**src/rtl/uart_rx_dma_pkg.sv**
```systemverilog
// rtl/uart_rx_dma_pkg.sv - shared state type, register default and lane helper for the UART RX DMA engine
package uart_rx_dma_pkg;

  typedef enum logic [2:0] {
    IDLE,
    WAIT_REQ,
    READ,
    CAPTURE,
    WRITE,
    DONE
  } state_e;

  localparam logic [31:0] RX_DATA_ADDR_DEFAULT = 32'h0000_0000;

  // One-hot byte enable for a byte lane within a 32-bit word
  function automatic logic [3:0] lane_be(input logic [1:0] lane);
    return 4'b0001 << lane;
  endfunction

endpackage

```
**src/rtl/uart_rx_dma_packer.sv**
```systemverilog
// rtl/uart_rx_dma_packer.sv - little-endian byte-to-word packer with per-lane byte enables
module uart_rx_dma_packer
  import uart_rx_dma_pkg::*;
(
  input  logic        clk,
  input  logic        rst,
  input  logic        push,
  input  logic [7:0]  push_byte,
  input  logic        clear,
  output logic        full,
  output logic        empty,
  output logic [31:0] data_out,
  output logic [3:0]  be_out
);

  logic [1:0]  lane_q, lane_d;
  logic [31:0] word_q, word_d;
  logic [3:0]  be_q, be_d;

  // Next packer contents; clear has priority so an abort can discard a byte in flight
  always_comb begin
    lane_d = lane_q;
    word_d = word_q;
    be_d   = be_q;
    if (clear) begin
      lane_d = 2'd0;
      word_d = 32'h0;
      be_d   = 4'h0;
    end else if (push) begin
      word_d[{lane_q, 3'b000} +: 8] = push_byte;
      be_d   = be_q | lane_be(lane_q);
      lane_d = lane_q + 2'd1;
    end
  end

  // Packer state registers
  always_ff @(posedge clk or posedge rst) begin
    if (rst) begin
      lane_q <= 2'd0;
      word_q <= 32'h0;
      be_q   <= 4'h0;
    end else begin
      lane_q <= lane_d;
      word_q <= word_d;
      be_q   <= be_d;
    end
  end

  // full looks ahead: the byte being pushed now completes the word
  assign full     = push & (lane_q == 2'd3);
  assign empty    = (be_q == 4'h0);
  assign data_out = word_q;
  assign be_out   = be_q;

endmodule

```
**src/rtl/uart_rx_dma.sv**
```systemverilog
// rtl/uart_rx_dma.sv - UART RX DMA engine; idle-timeout flush enabled by UART_RX_DMA_TIMEOUT_EN
module uart_rx_dma
  import uart_rx_dma_pkg::*;
#(
  parameter int          ADDR_W       = 32,
  parameter int          LEN_W        = 16,
  parameter logic [31:0] RX_DATA_ADDR = RX_DATA_ADDR_DEFAULT,
  parameter int          TIMEOUT_CYC  = 1000
) (
  input  logic              clk,
  input  logic              rst,
  input  logic              start,
  input  logic              abort,
  input  logic [ADDR_W-1:0] base_addr,
  input  logic [LEN_W-1:0]  length,
  input  logic              irq_en,
  output logic              busy,
  output logic              done,
  output logic              aborted,
  output logic              timed_out,
  output logic [LEN_W-1:0]  byte_count,
  output logic              irq,
  input  logic              dma_rx_req,
  output logic [31:0]       m_reg_addr,
  output logic [31:0]       m_reg_wdata,
  output logic              m_reg_we,
  output logic              m_reg_re,
  output logic [3:0]        m_reg_be,
  input  logic [31:0]       m_reg_rdata,
  output logic [ADDR_W-1:0] mem_addr,
  output logic [31:0]       mem_wdata,
  output logic [3:0]        mem_be,
  output logic              mem_we,
  input  logic              mem_ready
);

  state_e            state_q, state_d;
  logic [LEN_W-1:0]  len_q, len_d;
  logic [LEN_W-1:0]  cnt_q, cnt_d;
  logic [ADDR_W-1:0] addr_q, addr_d;
  logic              done_q, done_d;
  logic              aborted_q, aborted_d;
  logic              in_busy, start_ok, flush_req;
  logic              pk_push, pk_clear, pk_full, pk_empty;
  logic [31:0]       pk_data;
  logic [3:0]        pk_be;
  logic              unused_bits;

`ifdef UART_RX_DMA_TIMEOUT_EN
  localparam int IDLE_W = $clog2(TIMEOUT_CYC + 1);
  logic [IDLE_W-1:0] idle_q, idle_d;
  logic              flush_q, flush_d;
  logic              tmo_q, tmo_d;
  assign flush_req = flush_q;
  assign timed_out = tmo_q;
`else
  assign flush_req = 1'b0;
  assign timed_out = 1'b0;
`endif

  assign in_busy  = (state_q == WAIT_REQ) || (state_q == READ) ||
                    (state_q == CAPTURE)  || (state_q == WRITE);
  assign start_ok = start & ~abort & ~in_busy;

  uart_rx_dma_packer u_packer (
    .clk       (clk),
    .rst       (rst),
    .push      (pk_push),
    .push_byte (m_reg_rdata[7:0]),
    .clear     (pk_clear),
    .full      (pk_full),
    .empty     (pk_empty),
    .data_out  (pk_data),
    .be_out    (pk_be)
  );

  // Transfer FSM: next state, counters and sticky status; abort overrides everything while busy
  always_comb begin
    state_d   = state_q;
    len_d     = len_q;
    cnt_d     = cnt_q;
    addr_d    = addr_q;
    done_d    = done_q;
    aborted_d = aborted_q;
    pk_push   = 1'b0;
    pk_clear  = 1'b0;
`ifdef UART_RX_DMA_TIMEOUT_EN
    idle_d    = idle_q;
    flush_d   = flush_q;
    tmo_d     = tmo_q;
`endif
    case (state_q)
      IDLE, DONE: begin
        state_d = IDLE;
        if (start_ok) begin
          done_d    = 1'b0;
          aborted_d = 1'b0;
          cnt_d     = '0;
          len_d     = length;
          addr_d    = {base_addr[ADDR_W-1:2], 2'b00};
          pk_clear  = 1'b1;
`ifdef UART_RX_DMA_TIMEOUT_EN
          idle_d    = '0;
          flush_d   = 1'b0;
          tmo_d     = 1'b0;
`endif
          if (length == '0) begin
            state_d = DONE;
            done_d  = 1'b1;
          end else begin
            state_d = WAIT_REQ;
          end
        end
      end
      WAIT_REQ: begin
        if (dma_rx_req) begin
          state_d = READ;
        end
`ifdef UART_RX_DMA_TIMEOUT_EN
        else if (cnt_q != '0) begin
          if (idle_q == IDLE_W'(TIMEOUT_CYC - 1)) begin
            idle_d = '0;
            if (pk_empty) begin
              state_d = DONE;
              done_d  = 1'b1;
              tmo_d   = 1'b1;
            end else begin
              state_d = WRITE;
              flush_d = 1'b1;
            end
          end else begin
            idle_d = idle_q + IDLE_W'(1);
          end
        end
`endif
      end
      READ: begin
        state_d = CAPTURE;
      end
      CAPTURE: begin
        pk_push = 1'b1;
        if (cnt_q != len_q) begin
          cnt_d = cnt_q + LEN_W'(1);
        end
`ifdef UART_RX_DMA_TIMEOUT_EN
        idle_d = '0;
`endif
        if (pk_full || ((cnt_q + LEN_W'(1)) == len_q)) begin
          state_d = WRITE;
        end else begin
          state_d = WAIT_REQ;
        end
      end
      WRITE: begin
        if (mem_ready) begin
          pk_clear = 1'b1;
          addr_d   = addr_q + ADDR_W'(4);
          if ((cnt_q == len_q) || flush_req) begin
            state_d = DONE;
            done_d  = 1'b1;
`ifdef UART_RX_DMA_TIMEOUT_EN
            tmo_d   = flush_q;
            flush_d = 1'b0;
`endif
          end else begin
            state_d = WAIT_REQ;
          end
        end
      end
      default: begin
        state_d = IDLE;
      end
    endcase

    if (abort && in_busy) begin
      state_d   = IDLE;
      pk_push   = 1'b0;
      pk_clear  = 1'b1;
      aborted_d = 1'b1;
      done_d    = 1'b0;
      cnt_d     = cnt_q;
      addr_d    = addr_q;
`ifdef UART_RX_DMA_TIMEOUT_EN
      idle_d    = idle_q;
      flush_d   = 1'b0;
      tmo_d     = tmo_q;
`endif
    end
  end

  // State and status registers
  always_ff @(posedge clk or posedge rst) begin
    if (rst) begin
      state_q   <= IDLE;
      len_q     <= '0;
      cnt_q     <= '0;
      addr_q    <= '0;
      done_q    <= 1'b0;
      aborted_q <= 1'b0;
`ifdef UART_RX_DMA_TIMEOUT_EN
      idle_q    <= '0;
      flush_q   <= 1'b0;
      tmo_q     <= 1'b0;
`endif
    end else begin
      state_q   <= state_d;
      len_q     <= len_d;
      cnt_q     <= cnt_d;
      addr_q    <= addr_d;
      done_q    <= done_d;
      aborted_q <= aborted_d;
`ifdef UART_RX_DMA_TIMEOUT_EN
      idle_q    <= idle_d;
      flush_q   <= flush_d;
      tmo_q     <= tmo_d;
`endif
    end
  end

  assign busy        = in_busy;
  assign done        = done_q;
  assign aborted     = aborted_q;
  assign byte_count  = cnt_q;
  assign irq         = done_q & irq_en;

  assign m_reg_addr  = RX_DATA_ADDR;
  assign m_reg_wdata = 32'h0;
  assign m_reg_we    = 1'b0;
  assign m_reg_be    = 4'hF;
  assign m_reg_re    = (state_q == READ);

  assign mem_addr    = addr_q;
  assign mem_wdata   = pk_data;
  assign mem_be      = pk_be;
  assign mem_we      = (state_q == WRITE);

  // Upper read-data bits, ignored address bits and the timeout-only signals have no use here
  assign unused_bits = ^{m_reg_rdata[31:8], base_addr[1:0], pk_empty, (TIMEOUT_CYC == 0)};

endmodule

```
**config.mk**
```make
export PLATFORM = sky130hd
export DESIGN_NAME = uart_rx_dma
export DESIGN_NICKNAME = d
export VERILOG_FILES = /design/src/rtl/uart_rx_dma_pkg.sv /design/src/rtl/uart_rx_dma_packer.sv /design/src/rtl/uart_rx_dma.sv
export SDC_FILE = /design/constraint.sdc
export NUM_CORES = 1
export LEC_CHECK = 0
export BUFFER_PORTS_ARGS = -buffer_cell sky130_fd_sc_hd__buf_2
export CORE_ASPECT_RATIO = 0.7
export CORE_MARGIN = 2
export CORE_UTILIZATION = 33
export CTS_CLUSTER_DIAMETER = 120
export CTS_CLUSTER_SIZE = 24
export DETAILED_ROUTE_END_ITERATION = 6
export SYNTH_ARGS = -nofsm -noshare
export SYNTH_HDL_FRONTEND = slang
export SYNTH_SLANG_ARGS = --single-unit
export TNS_END_PERCENT = 30
```
**constraint.sdc**
```tcl
create_clock -name clk -period 5.28 [get_ports clk]
set_input_delay 1.056 -clock clk [delete_from_list [all_inputs] [get_ports clk]]
set_output_delay 1.056 -clock clk [all_outputs]
set_load 0.1 [all_outputs]
```
== Word level (Yosys, flattened, before mapping) ==
Index checks and enable logic that the tools add are counted.
Cells by class
  shifts and indexed selects: 3
  muxes and demuxes: 36
  bitwise gates (word level): 8
  add/sub/neg operators: 4
  eq/ne operators: 16
  reductions and logical operators: 20
Operator list (number)
  $mux W32: 4
  $pmux W32 S2: 1
  $add A32 B3 Y32 const B: 1
  $bwmux W32: 1
  $eq A16 B16 Y1: 2
  $mux W16: 2
  $pmux W16 S2: 1
  $shift A8 B7 Y32 const A: 1
  $shiftx A8 B7 Y32: 1
  $mux W3: 7
  $add A16 B1 Y16 const B: 1
  $logic_not A16 Y1: 1
  $ne A16 B16 Y1: 1
  $pmux W3 S5: 1
  $mux W1: 13
  $reduce_and A4 Y1: 3
  $reduce_bool A2 Y1: 5
  $mux W4: 2
  $neg A5 Y7: 1
  $eq A3 B2 Y1 const B: 2
  $eq A3 B3 Y1 const B: 2
  $ne A3 B1 Y1 const B: 2
  $reduce_and A2 Y1: 3
  $and A1 B1 Y1: 4
  17 further kinds: 25
Storage, ports and cells
  word-level logic and storage cells: 96
  input port bits: 87
  flip-flop bits (word level): 107

== Logic depth before layout (Yosys ltp) ==
  depth in word-level cells: 11
  mapped depth: 11
  gate-level depth less buffers: 9

== Hierarchy ==
A second synthesis with hierarchy kept.
Unflattened totals
  cell total of the unflattened synthesis: 720
  area, all modules: 6737.7 um^2
Modules (own cells, without submodules)
  uart_rx_dma: area each 4865.9 um^2, instances 1, cells each 580
  uart_rx_dma_packer: area each 1871.8 um^2, instances 1, cells each 140

== Worst setup path before layout ==
No wires, ideal clock.
  kind: register to output
  start: reg state_q[1]
  end: out m_reg_re
  path slack: 1.383 ns
  arrival: 2.841 ns
  path buffers: 1
  cell stages (with the launch flop): 3
  cells stage by stage: dfrtp_1 clkbuf_1 nor3b_1
Between the ends
  cells in the longest elaborated chain, start to end: 1
RTL lines
  start: declaration: RTL line uart_rx_dma.sv:37  | state_e state_q, state_d;
  start signal: assignment: RTL line uart_rx_dma.sv:206  | state_q <= state_d;
  $eq A3 B2 Y1: RTL line uart_rx_dma.sv:230  | assign m_reg_re = (state_q == READ);
  end: declaration: RTL line uart_rx_dma.sv:27  | output logic m_reg_re,
Every way passes these cells.

== Worst setup path in the final report ==
  start: reg state_q[0]
  end: reg addr_q[30] (netlist: mem_addr[30])
Between the ends
  cells in the longest elaborated chain, start to end: 8
RTL lines
  $eq A3 B1 Y1 or $eq A3 B2 Y1 (tied branches): RTL line uart_rx_dma.sv:61  | assign in_busy = (state_q == WAIT_REQ) || (state_q == READ) ||
  $logic_or A1 B1 Y1 (2 in series): RTL line uart_rx_dma.sv:61
  $logic_or A1 B1 Y1: RTL line uart_rx_dma.sv:62  | (state_q == CAPTURE) || (state_q == WRITE);
  $not A1 Y1: RTL line uart_rx_dma.sv:63  | assign start_ok = start & ~abort & ~in_busy;
  $and A1 B1 Y1: RTL line uart_rx_dma.sv:63
  $ne A2 B2 Y1 (no line)
  $reduce_and A4 Y1 (no line)
  end signal: assignment: RTL line uart_rx_dma.sv:209  | addr_q <= addr_d;
  end: declaration: RTL line uart_rx_dma.sv:40  | logic [ADDR_W-1:0] addr_q, addr_d;
Parallel ways exist; a longest one is shown, timed or not.
A chain may end at the register's enable or synchronous reset.

==> impl_metrics.json <==
{
  "synth_compound_gate_area_share_pct": 18.27,
  "cts_made_buffers": 9,
  "synthCells": 744,
  "final_max_slew_viol_count": 0,
  "setup_violations": 0,
  "via_count": 5666,
  "synthSimpleGateAreaFrac_pct": 22.80,
  "grt_setup_unrepaired": "no",
  "root_buffer": "clkbuf_16",
  "timing.rr.end": "mem_addr[30]",
  "drc": 0,
  "synth_cell_types": 68,
  "min_period_ns": 2.957,
  "holdPathEnd": "aborted",
  "syn_to_final_growth_pct": 15.16,
  "path_class": "flip-flop to flip-flop",
  "wire_per_inst_um": 15.75,
  "yosysSeqAreaShare_pct": 41.02,
  "grt_pass1_wl_um": 27520,
  "final_cell_area_um2": 7376,
  "tritoncts": "built",
  "timing.final.crit_share_pct": 56.00,
  "irDropWorstVdd_mv": 0.4745,
  "cts_setup_buffers": 0,
  "skew_ns": 0.009085,
  "synth.most_common_cell": "dfrtp_1",
  "finalWorstSetupSlack_ns": 2.323,
  "fin_nets": 963,
  "hold_start": "aborted",
  "reg2reg_depth": 12,
  "ys_async_sr_fraction_pct": 100.0,
  "ioPinCount": 247,
  "end_kind": "flip-flop",
  "initial_core_util_pct": 33.76,
  "max_freq_mhz": 338.2,
  "finalSetupTns_ns": 0,
  "r2r_setup_slack_ns": 2.32,
  "synth_ff_type": "dfrtp_1",
  "p_total_mw": 3.996,
  "hold_slack_ns": 0.4856,
  "synth_top_family_by_area": "simple AND/OR/NAND/NOR gates",
  "ctsHoldBuffers": 0,
  "cp.required_ns": 5.58,
  "critical_path_arrival_ns": 3.25,
  "hp-class": "flip-flop to flip-flop",
  "die_y_um": 120.6,
  "synth_mux_area_share_pct": 0.3516,
  "cp_max_fo": 48,
  "cap_violations": 0,
  "clock-sinks": 105,
  "worstSetupStartpointType": "flip-flop",
  "place_area_um2": 7051,
  "drt.antenna.violating_nets": 0,
  "syn_area_um2": 6405,
  "status": "complete, no violations",
  "cts_resized": 0,
  "tightest_slew_ns": 1.095,
  "slew_headroom_pct": 27.01,
  "clock_latency_ns": 0.36,
  "powerDensity_nw_per_um2": 541.8,
  "dieWidth_um": 170.5,
  "synth-adder-area-share_pct": 1.954,
  "io_buffers": 148,
  "antenna_found_initial": 1,
  "diodes": 0,
  "r2r-start": "state_q[0]",
  "dieArea_um2": 20560,
  "synth_xor_area_share_pct": 3.419,
  "hold_depth": 2,
  "core_um2": 18970,
  "htree_levels": 3,
  "drt-initial-drc-count": 456,
  "place_ws_ns": 1.995,
  "p_leak_nw": 3.558,
  "finalWeightedCongestion": 0.8384,
  "vias_per_cell": 4.992,
  "dr.pass1.iters": 4,
  "synth-edff-count": 0,
  "grt_max_degree": 72,
  "synth_top_area_cell": "dfrtp_1",
  "wl_um": 17880,
  "synthTopCellsByCount": "105 x dfrtp_1, 103 x nand2_1, 77 x nor2_1",
  "hpwl_um": 12900,
  "drive_gt1_share_pct": 21.93,
  "yosys_register_bits": 105,
  "track_usage_pct": 17.11,
  "clk_path_buf_depth": 2,
  "grt_pass1_vias": 4877,
  "grt_overflow": 0,
  "synth.avg_cell_area_um2": 8.609,
  "core.rowCount": 42,
  "clk_pin_slew_ns": 0.08,
  "yosys_warnings": 0,
  "finalHoldViolations": 0,
  "yosys-top-cells-area": "dfrtp_1 41%, buf_4 8.8%, nand2_1 6.0%, nor2_1 4.5%, a21oi_1 4.1%",
  "synth_top_area_share_pct": 41.02
}
cell usage in the layout (no fill, tap or decap), types with 2 or more instances in the layout:
cell type | synthesis | layout
buf_2 | 18 | 148
dfrtp_1 | 105 | 105
nand2_1 | 103 | 103
nor2_1 | 77 | 77
conb_1 | 2 | 72
a21oi_1 | 53 | 53
o21ai_0 | 39 | 39
nand3_1 | 33 | 33
a22oi_1 | 33 | 33
xnor2_1 | 13 | 13
xor2_1 | 12 | 12
o31ai_1 | 12 | 12
and3_1 | 11 | 11
nor3_1 | 11 | 11
ha_1 | 10 | 10
inv_1 | 10 | 9
clkbuf_16 | 0 | 9
nor4_1 | 8 | 8
a31oi_1 | 8 | 8
o22ai_1 | 8 | 8
and2_1 | 7 | 7
nand4_1 | 7 | 7
buf_4 | 75 | 6
and4_1 | 5 | 5
nor2b_1 | 5 | 5
o211ai_1 | 4 | 4
nor4_2 | 3 | 3
o311ai_0 | 3 | 3
o22a_1 | 3 | 3
or3_1 | 2 | 2
nand3_2 | 2 | 2
nand2b_1 | 2 | 2
o41ai_1 | 2 | 2
nor4_4 | 2 | 2
nand3b_1 | 2 | 2
nor3b_1 | 2 | 2
a21o_1 | 2 | 2
nand2_2 | 2 | 2
clkinv_8 | 0 | 2
inv_6 | 0 | 2
critical path: stages, from the launching register on:
cell and delay, ns:
dfrtp_1 0.51, nor2_1 0.15, nand2_1 0.06, buf_4 0.25, inv_1 0.10, buf_4 0.43
nand2_1 0.18, a21oi_2 0.16, buf_4 0.33, nand3_1 0.23, nor4_1 0.29, a21oi_1 0.06
nand2_1 0.09
registers in the layout (all words and copies together), names as in the netlist:
signal	flops
aborted	1
u_packer.be_out	4
u_packer.data_out	32
byte_count	16
mem_addr	30
state_q	3
done	1
u_packer.lane_q	2
len_q	16
per-layer routing:
metal	part of all wire, %	routed length (um)	GRT usage [%]	vias up
met1	53	9477	28.32	2711
met3	7.1	1264	4.452	18
met2	39	6912	21.20	206
met4	1.2	209	3.739	2
li1	-	-	-	2729
met5	0.089	16	0	-
per-stage QoR:
| stage | utilization [%] | std cells |
|---|---|---|
| 2_1_floorplan | - | 814 |
| 3_3_place_gp | 37.17 | 1119 |
| 3_5_place_dp | 37.17 | 1119 |
| 4_1_cts | 38.88 | 1135 |
| 5_1_grt | 38.88 | 1135 |
| 6_report | 38.88 | 1135 |
power breakdown:
part / internal (mW) / total [mW] / switching, mW
clock network: 0.384 / 0.732 / 0.347
registers: 0.992 / 1.26 / 0.264
logic: 0.358 / 2.01 / 1.65
total: 1.73 / 4.00 / 2.26
cells by family (layout without fill, tap and decap cells):
family,count (synthesis),after routing
buffers and inverters,123,180
muxes,2,2
other,2,72
DFF,105,105
and+or+nand+nor,293,293
xor gates and xnor gates,25,25
adders and majority gates,10,10
AOI/OAI and AO/OA,184,184
final cells by class:
type | count | area (um^2)
fillers | 1955 | 11590
multi-input cells | 586 | 3267
flip-flops and latches | 105 | 2628
repair buffers | 154 | 785.8
well taps | 264 | 330.3
clock buffers | 9 | 225.2
clock inverters | 7 | 100.1
inverters | 10 | 40.04
worst max path at each step:
| stage | startpoint | end | slack [ns] | cells past startpoint |
|---|---|---|---|---|
| after global placement | abort | u_packer.data_out[30] | 2.01 | 7 |
| after global routing | state_q[0] | mem_addr[30] | 2.04 | 12 |
| after floorplan | state_q[1] | m_reg_re | 1.38 | 2 |
| after detailed placement | abort | u_packer.data_out[23] | 1.99 | 7 |
| after CTS | state_q[0] | mem_addr[30] | 2.33 | 12 |
| final | state_q[0] | mem_addr[30] | 2.32 | 12 |
(Power assumes the default switching activity.)
